**config.mk**
```make
export PLATFORM = sky130hd
export DESIGN_NAME = cb_portb_wr_seq
export DESIGN_NICKNAME = d
export VERILOG_FILES = /design/src/rtl/cb_pkg.sv /design/src/rtl/cb_bank_we_dec.sv /design/src/rtl/cb_portb_wr_seq.sv
export SDC_FILE = /design/constraint.sdc
export NUM_CORES = 1
export LEC_CHECK = 0
export CAP_MARGIN = 25
export CELL_PAD_IN_SITES_DETAIL_PLACEMENT = 1
export CELL_PAD_IN_SITES_GLOBAL_PLACEMENT = 1
export CORE_AREA = 2 2 77 79
export DETAILED_ROUTE_END_ITERATION = 8
export DIE_AREA = 0 0 79 81
export DONT_BUFFER_PORTS = 1
export GPL_ROUTABILITY_DRIVEN = 0
export PLACE_DENSITY_LB_ADDON = 0.1
export SLEW_MARGIN = 0
export SYNTH_ARGS = -nofsm -noshare
export SYNTH_HDL_FRONTEND = slang
export SYNTH_SLANG_ARGS = --single-unit
```
**constraint.sdc**
```tcl
create_clock -name clk -period 3.4 [get_ports clk]
set_input_delay 0.34 -clock clk [delete_from_list [all_inputs] [get_ports clk]]
set_output_delay 0.34 -clock clk [all_outputs]
set_load 0.05 [all_outputs]
```
**src/rtl/cb_pkg.sv**
```systemverilog
// Shared encodings for covariance-bank port B: direction codes, NEW landmark
// halves, mapper group codes and the write-sequencer FSM states.
package cb_pkg;

  localparam logic [1:0] DIR_IDLE = 2'b00;
  localparam logic [1:0] DIR_POS  = 2'b01;
  localparam logic [1:0] DIR_NEG  = 2'b10;
  localparam logic [1:0] DIR_NEW  = 2'b11;

  // l_k_0 value selecting which half of the banks a NEW write touches
  localparam logic DIR_NEW_0 = 1'b0;
  localparam logic DIR_NEW_1 = 1'b1;

  localparam logic [2:0] CBB_GRP_W  = 3'd3;
  localparam logic [2:0] CBb_IDLE   = 3'd0;
  localparam logic [2:0] CBb_C      = 3'd1;
  localparam logic [2:0] CBb_xyxita = 3'd2;
  localparam logic [2:0] CBb_lxly   = 3'd3;

  typedef enum logic [1:0] {
    ST_IDLE = 2'd0,
    ST_RUN  = 2'd1,
    ST_LAST = 2'd2
  } cb_wr_state_e;

endpackage

```
**src/rtl/cb_bank_we_dec.sv**
```systemverilog
// Combinational per-bank write mask from (direction, l_k_0).
module cb_bank_we_dec
  import cb_pkg::*;
#(
  parameter int L = 4
) (
  input  logic [1:0]   dir,
  input  logic         l_k_0,
  output logic [L-1:0] we_mask
);

  always_comb begin
    we_mask = '0;
    case (dir)
      DIR_POS, DIR_NEG: we_mask = '1;
      DIR_NEW: begin
        // l_k_0 = DIR_NEW_1 selects the lower half of the banks
        for (int i = 0; i < L; i++) begin
          we_mask[i] = (i < L / 2) ? (l_k_0 == DIR_NEW_1) : (l_k_0 == DIR_NEW_0);
        end
      end
      default: we_mask = '0;
    endcase
  end

endmodule

```
**src/rtl/cb_portb_wr_seq.sv**
```systemverilog
// Port-B write sequencer for the covariance banks; drives the CB port-B mapper.
// Optional address bound checking is enabled with `define CB_WR_BOUND_CHK_EN.
module cb_portb_wr_seq
  import cb_pkg::*;
#(
  parameter int L              = 4,
  parameter int CB_AW          = 10,
  parameter int SEQ_CNT_DW     = 5,
  parameter int CB_DINB_SEL_DW = 5
`ifdef CB_WR_BOUND_CHK_EN
  ,
  parameter int CB_DEPTH       = 2 ** CB_AW
`endif
) (
  input  logic                      clk,
  input  logic                      sys_rst,
  // cmd_valid/cmd_ready: a command transfers in the cycle both are high;
  // cmd_ready is high only in IDLE and never depends on cmd_valid.
  input  logic                      cmd_valid,
  output logic                      cmd_ready,
  input  logic [1:0]                cmd_dir,
  input  logic                      cmd_l_k_0,
  input  logic [CB_AW-1:0]          cmd_base,
  input  logic [SEQ_CNT_DW-1:0]     cmd_len,
  input  logic                      c_valid,
  output logic [CB_DINB_SEL_DW-1:0] CB_dinb_sel,
  output logic                      l_k_0,
  output logic [SEQ_CNT_DW-1:0]     seq_cnt_out,
  output logic [L-1:0]              CB_enb,
  output logic [L-1:0]              CB_web,
  output logic [L*CB_AW-1:0]        CB_addrb,
`ifdef CB_WR_BOUND_CHK_EN
  output logic                      addr_err,
`endif
  output logic                      done,
  output cb_wr_state_e              state_dbg
);

  localparam int EW = CB_AW + SEQ_CNT_DW + 1;

  cb_wr_state_e            state_q, state_d;
  logic [1:0]              dir_q, dir_d;
  logic                    lk_q, lk_d;
  logic [CB_AW-1:0]        base_q, base_d;
  logic [SEQ_CNT_DW-1:0]   len_q, len_d;
  logic [SEQ_CNT_DW-1:0]   beat_q, beat_d;
  logic [L-1:0]            wr_mask_q, wr_mask_d;
  logic [CB_AW-1:0]        addr_q, addr_d;
  logic [L-1:0]            dec_mask;
  logic                    beat;
  logic [SEQ_CNT_DW-1:0]   k;
  logic [EW-1:0]           addr_full;
`ifdef CB_WR_BOUND_CHK_EN
  logic                    err_q, err_d;
  logic                    out_of_range;
`endif

  cb_bank_we_dec #(.L(L)) u_we_dec (
    .dir     (dir_q),
    .l_k_0   (lk_q),
    .we_mask (dec_mask)
  );

  // Address computed unwrapped so a bound check can see overflow/underflow.
  always_comb begin
    k = beat_q - SEQ_CNT_DW'(1);
    if (dir_q == DIR_NEG) addr_full = EW'(base_q) - EW'(k);
    else                  addr_full = EW'(base_q) + EW'(k);
  end

`ifdef CB_WR_BOUND_CHK_EN
  assign out_of_range = ((dir_q == DIR_NEG) && (EW'(k) > EW'(base_q))) ||
                        (addr_full >= EW'(CB_DEPTH));
`endif

  always_comb begin
    state_d   = state_q;
    dir_d     = dir_q;
    lk_d      = lk_q;
    base_d    = base_q;
    len_d     = len_q;
    beat_d    = beat_q;
    addr_d    = addr_q;
    wr_mask_d = '0;
    beat      = 1'b0;
`ifdef CB_WR_BOUND_CHK_EN
    err_d     = err_q;
`endif
    case (state_q)
      ST_IDLE: begin
        if (cmd_valid) begin
          dir_d   = cmd_dir;
          lk_d    = cmd_l_k_0;
          base_d  = cmd_base;
          len_d   = cmd_len;
          beat_d  = SEQ_CNT_DW'(1);
          state_d = (cmd_len != '0) ? ST_RUN : ST_LAST;
`ifdef CB_WR_BOUND_CHK_EN
          err_d   = 1'b0;
`endif
        end
      end
      ST_RUN: begin
        if (c_valid) begin
          beat = 1'b1;
          if (beat_q == len_q) state_d = ST_LAST;
          else                 beat_d  = beat_q + SEQ_CNT_DW'(1);
        end
      end
      ST_LAST: state_d = ST_IDLE;
      default: state_d = ST_IDLE;
    endcase

    if (beat) begin
      wr_mask_d = dec_mask;
      addr_d    = addr_full[CB_AW-1:0];
`ifdef CB_WR_BOUND_CHK_EN
      if (out_of_range) begin
        wr_mask_d = '0;
        err_d     = 1'b1;
      end
`endif
    end
  end

  always_ff @(posedge clk or negedge sys_rst) begin
    if (!sys_rst) begin
      state_q   <= ST_IDLE;
      dir_q     <= DIR_IDLE;
      lk_q      <= 1'b0;
      base_q    <= '0;
      len_q     <= '0;
      beat_q    <= '0;
      wr_mask_q <= '0;
      addr_q    <= '0;
    end else begin
      state_q   <= state_d;
      dir_q     <= dir_d;
      lk_q      <= lk_d;
      base_q    <= base_d;
      len_q     <= len_d;
      beat_q    <= beat_d;
      wr_mask_q <= wr_mask_d;
      addr_q    <= addr_d;
    end
  end

`ifdef CB_WR_BOUND_CHK_EN
  always_ff @(posedge clk or negedge sys_rst) begin
    if (!sys_rst) err_q <= 1'b0;
    else          err_q <= err_d;
  end
  assign addr_err = err_q;
`endif

  assign cmd_ready   = (state_q == ST_IDLE);
  assign done        = (state_q == ST_LAST);
  assign state_dbg   = state_q;
  assign l_k_0       = lk_q;
  assign CB_dinb_sel = (state_q == ST_RUN) ? CB_DINB_SEL_DW'({CBb_C, dir_q}) : '0;
  assign seq_cnt_out = (state_q == ST_RUN) ? beat_q : '0;
  assign CB_enb      = wr_mask_q;
  assign CB_web      = wr_mask_q;
  assign CB_addrb    = {L{addr_q}};

endmodule
```
==> results.py, run 1 <==
metrics = {
    "worst_setup_path": {
        "cp_top_family": "compound AO/OA/AOI/OAI gates",
        "cp_cell_sequence": "inv_1 -> ha_1 -> or3_2 -> a21boi_2 -> ha_1 -> o21ai_0 -> ha_1 -> o2111ai_1 -> nand3_1 -> a21oi_1 -> nor4b_1 -> a211o_1",
        "crit_buf_inv": 1,
        "critPathMostFrequentCell": "ha_1",
        "r2r-end": "addr_q[7]",
        "r2r_setup_slack_ns": 0.30,
        "path_max_fanout": 7,
        "cp_slowest_stage_delay_ns": 0.50,
        "crit_arrival_ns": 3.28,
        "r2r_start": "beat_q[1]",
        "worst-r2r-cell-count": 12,
        "startpoint_type": "flop",
        "crit_slowest_cell": "dfrtp_1",
        "cp.required_ns": 3.58,
        "crit_type": "flop to flop",
        "endpoint_kind": "flop",
        "crit_path_start": "beat_q[1]",
    },
    "timing": {
        "max_freq_ghz": 0.322,
        "max-slew-margin-rel_pct": 35.5,
        "fin_setup_tns_ns": 0,
        "rsz0062_at_grt": "no",
        "period_share_pct": 91.3,
        "hold-worst-slack_ns": 0.167,
        "timing.final.ws_setup_ns": 0.296,
        "skew_ns": 0.00764,
        "worstMarginPinSlew_ns": 0.967,
        "hold_viol": 0,
        "post-route-min-period_ns": 3.10,
        "drv_slew": 0,
        "finalSetupViolations": 0,
    },
    "logic_synthesis": {
        "synth_xor_xnor_area_share_pct": 7.12,
        "synthFlopType": "dfrtp_1",
        "synth_area_leaders": "dfrtp_1 36%, buf_4 11%, ha_1 7.8%",
        "async_flop_share_pct": 100,
        "yosysMostFrequentCell": "buf_4",
        "yosys-top-cells-count": "38 x buf_4, 37 x dfrtp_1, 20 x nand2_1",
        "synth_simple_gate_area_share_pct": 15.1,
        "muxShareOfSynthArea_pct": 5.71,
        "syn_area_sq_um": 2560,
        "yosysWarnings": 0,
        "synth_top_area_share_pct": 36.1,
        "postSynthCellCount": 265,
        "synth.distinct_cells": 49,
        "ys_ff_latch": 37,
        "synth_compound_area_share_pct": 11.9,
        "synth_area_leader_cell": "dfrtp_1",
        "synth_top_family_by_area": "buffers and inverters",
        "synth_fa_ha_area_share_pct": 8.59,
        "avgSynthCellArea_sq_um": 9.68,
        "ys_seq_area_share_pct": 36.1,
        "synth-edff-count": 0,
    },
    "route": {
        "routed_wl_um": 5060,
        "drtIter0Drc": 39,
        "wl_per_cell_um": 16.4,
        "highest_layer": "met4",
        "via_count": 1628,
        "ant_nets": 0,
        "viasPerCell": 5.27,
        "dr.pass1.iters": 4,
        "wl_met1_um": 2120,
        "drc": 0,
        "wl_met2_um": 2610,
        "wl_met3_um": 278,
    },
    "die": {
        "io-pin-count": 85,
        "die_h_um": 81,
        "die_w_um": 79,
        "fp-row-count": 28,
        "core_area_sq_um": 5680,
        "start_util_pct": 45.2,
        "dieArea_sq_um": 6400,
    },
    "finish": {
        "drive_gt1_share_pct": 21.4,
        "final_cells": 309,
        "syn_to_final_growth_pct": -1.76,
        "antenna_cells": 0,
        "nets": 272,
    },
    "flow_run": {
        "drv_cap": 0,
    },
    "global_route": {
        "grt_max_degree": 38,
        "grt_usage_pct": 17.3,
        "antenna_found_initial": 0,
        "grt_pass1_wl_um": 8600,
        "grt_pass1_vias": 1798,
        "overflow": 0,
    },
    "hold_path": {
        "min_path_type": "input port to flop",
        "holdPathEnd": "base_q[0]",
        "hold_start": "cmd_base[0]",
        "worstHoldPathCells": 2,
    },
    "place": {
        "dpl_worst_slack_ns": 0.175,
        "io_buffers": 0,
        "numPlacedInstances": 299,
        "dp_hpwl_um": 3840,
    },
    "clock_tree": {
        "path_clk_slew_ns": 0.08,
        "htree_levels": 2,
        "cts_buffers": 5,
        "cts_tree": "done",
        "insertion_delay_ns": 0.29,
        "clock_path_buffers": 2,
        "clkSinkCount": 37,
        "clockRootBuffer": "clkbuf_8",
    },
    "run_status": {
        "status": "finished clean",
    },
}
[timing repair]
action	CTS	global route
setup buffers	0	0
resized for setup	0	1
endpoints found under the setup margin	0	2
hold buffers	2	0
endpoints found under the hold margin	37	0
[logic make-up (layout without fill, tap and decap cells)]
group                    count (synthesis)  count (layout)
multiplexers                            13              13
flip-flops                              37              37
adder cells (fa/ha/maj)                 17              17
AND/OR/NAND/NOR                         73              73
AO/OA/AOI/OAI                           46              46
XOR/XNOR                                20              20
buffers and inverters                   58              26
other                                    1               2
[cells in the final DEF, fill, tap and decap left out, types with 2 or more instances in the layout]
cell / n
dfrtp_2: 13
inv_1: 11
ha_1: 16
a21oi_1: 10
xnor2_1: 7
nor3b_1: 2
clkbuf_8: 6
a21o_1: 3
o21a_1: 2
nand4_1: 3
nor2b_1: 3
and2_1: 7
o21ai_0: 18
nor2_1: 11
nand3_1: 5
nor4b_1: 2
mux2_2: 13
nor3_1: 6
o31ai_1: 2
nand3b_1: 2
xor2_1: 12
dfrtp_1: 24
nand2_1: 20
buf_4: 5
conb_1: 2
nand2b_1: 3
[per-layer routing]
layer / global-route usage, % / vias up
li1: - / 790
met1: 20.5 / 803
met2: 31.2 / 29
met3: 4.44 / 6
met4: 5.00 / 0
met5: 0 / -
[worst register-to-register path, cell delays in order, from the launching register on]
cell	delay, ns
dfrtp_1	0.50
inv_1	0.13
ha_1	0.22
or3_2	0.49
a21boi_2	0.17
ha_1	0.24
o21ai_0	0.17
ha_1	0.28
o2111ai_1	0.13
nand3_1	0.15
a21oi_1	0.21
nor4b_1	0.08
a211o_1	0.23
[how the worst max path moves through the flow]
stage	to	slack (ns)	depth (start not counted)
after floorplan	addr_q[7]	0.43	13
after global placement	addr_q[7]	0.32	12
after detailed placement	addr_q[7]	0.17	12
after CTS	addr_q[7]	0.15	12
after global routing	addr_q[7]	0.05	12
final	addr_q[7]	0.30	12
[state kept, by name, summed over array words and instances (netlist names)]
signal / count
l_k_0: 1
dir_q: 2
base_q: 10
CB_enb: 2
addr_q: 10
state_dbg: 2
len_q: 5
beat_q: 5
[stage by stage]
step | utilization [%] | instance area, sq um
6_report | 44.4 | 2520
5_1_grt | 44.4 | 2520
4_1_cts | 44.4 | 2520
3_5_place_dp | 41.7 | 2370
3_3_place_gp | 41.7 | 2370
2_1_floorplan | - | 2570
[final cells by class]
type                       count  area, sq um
fill                         648         3160
multi-input combinational    171         1250
sequential                    37          942
tap                           75         93.8
clock buffer                   6         82.6
timing repair buffer           7         67.6
inverter                      11         41.3
clock inverter                 2         37.5
Power of run 1 is not shown: default switching activity piles up to over one toggle a cycle in this logic, so the estimate is an artifact.
==> inputs of run 2 (changes only) <==
GPL_TIMING_DRIVEN = 1   (was default)
==> results of run 2 <==
No change in the layout: final DEF, timing and power equal those of run 1.
Power of run 2 is left out for the same reason.
==> inputs of run 3 (changes only) <==
CTS_CLUSTER_DIAMETER = 40   (was default)
CTS_CLUSTER_SIZE = 20   (was default)
==> results of run 3 <==
No change in the layout: final DEF, timing and power equal those of run 1.
Power of run 3 is left out for the same reason.
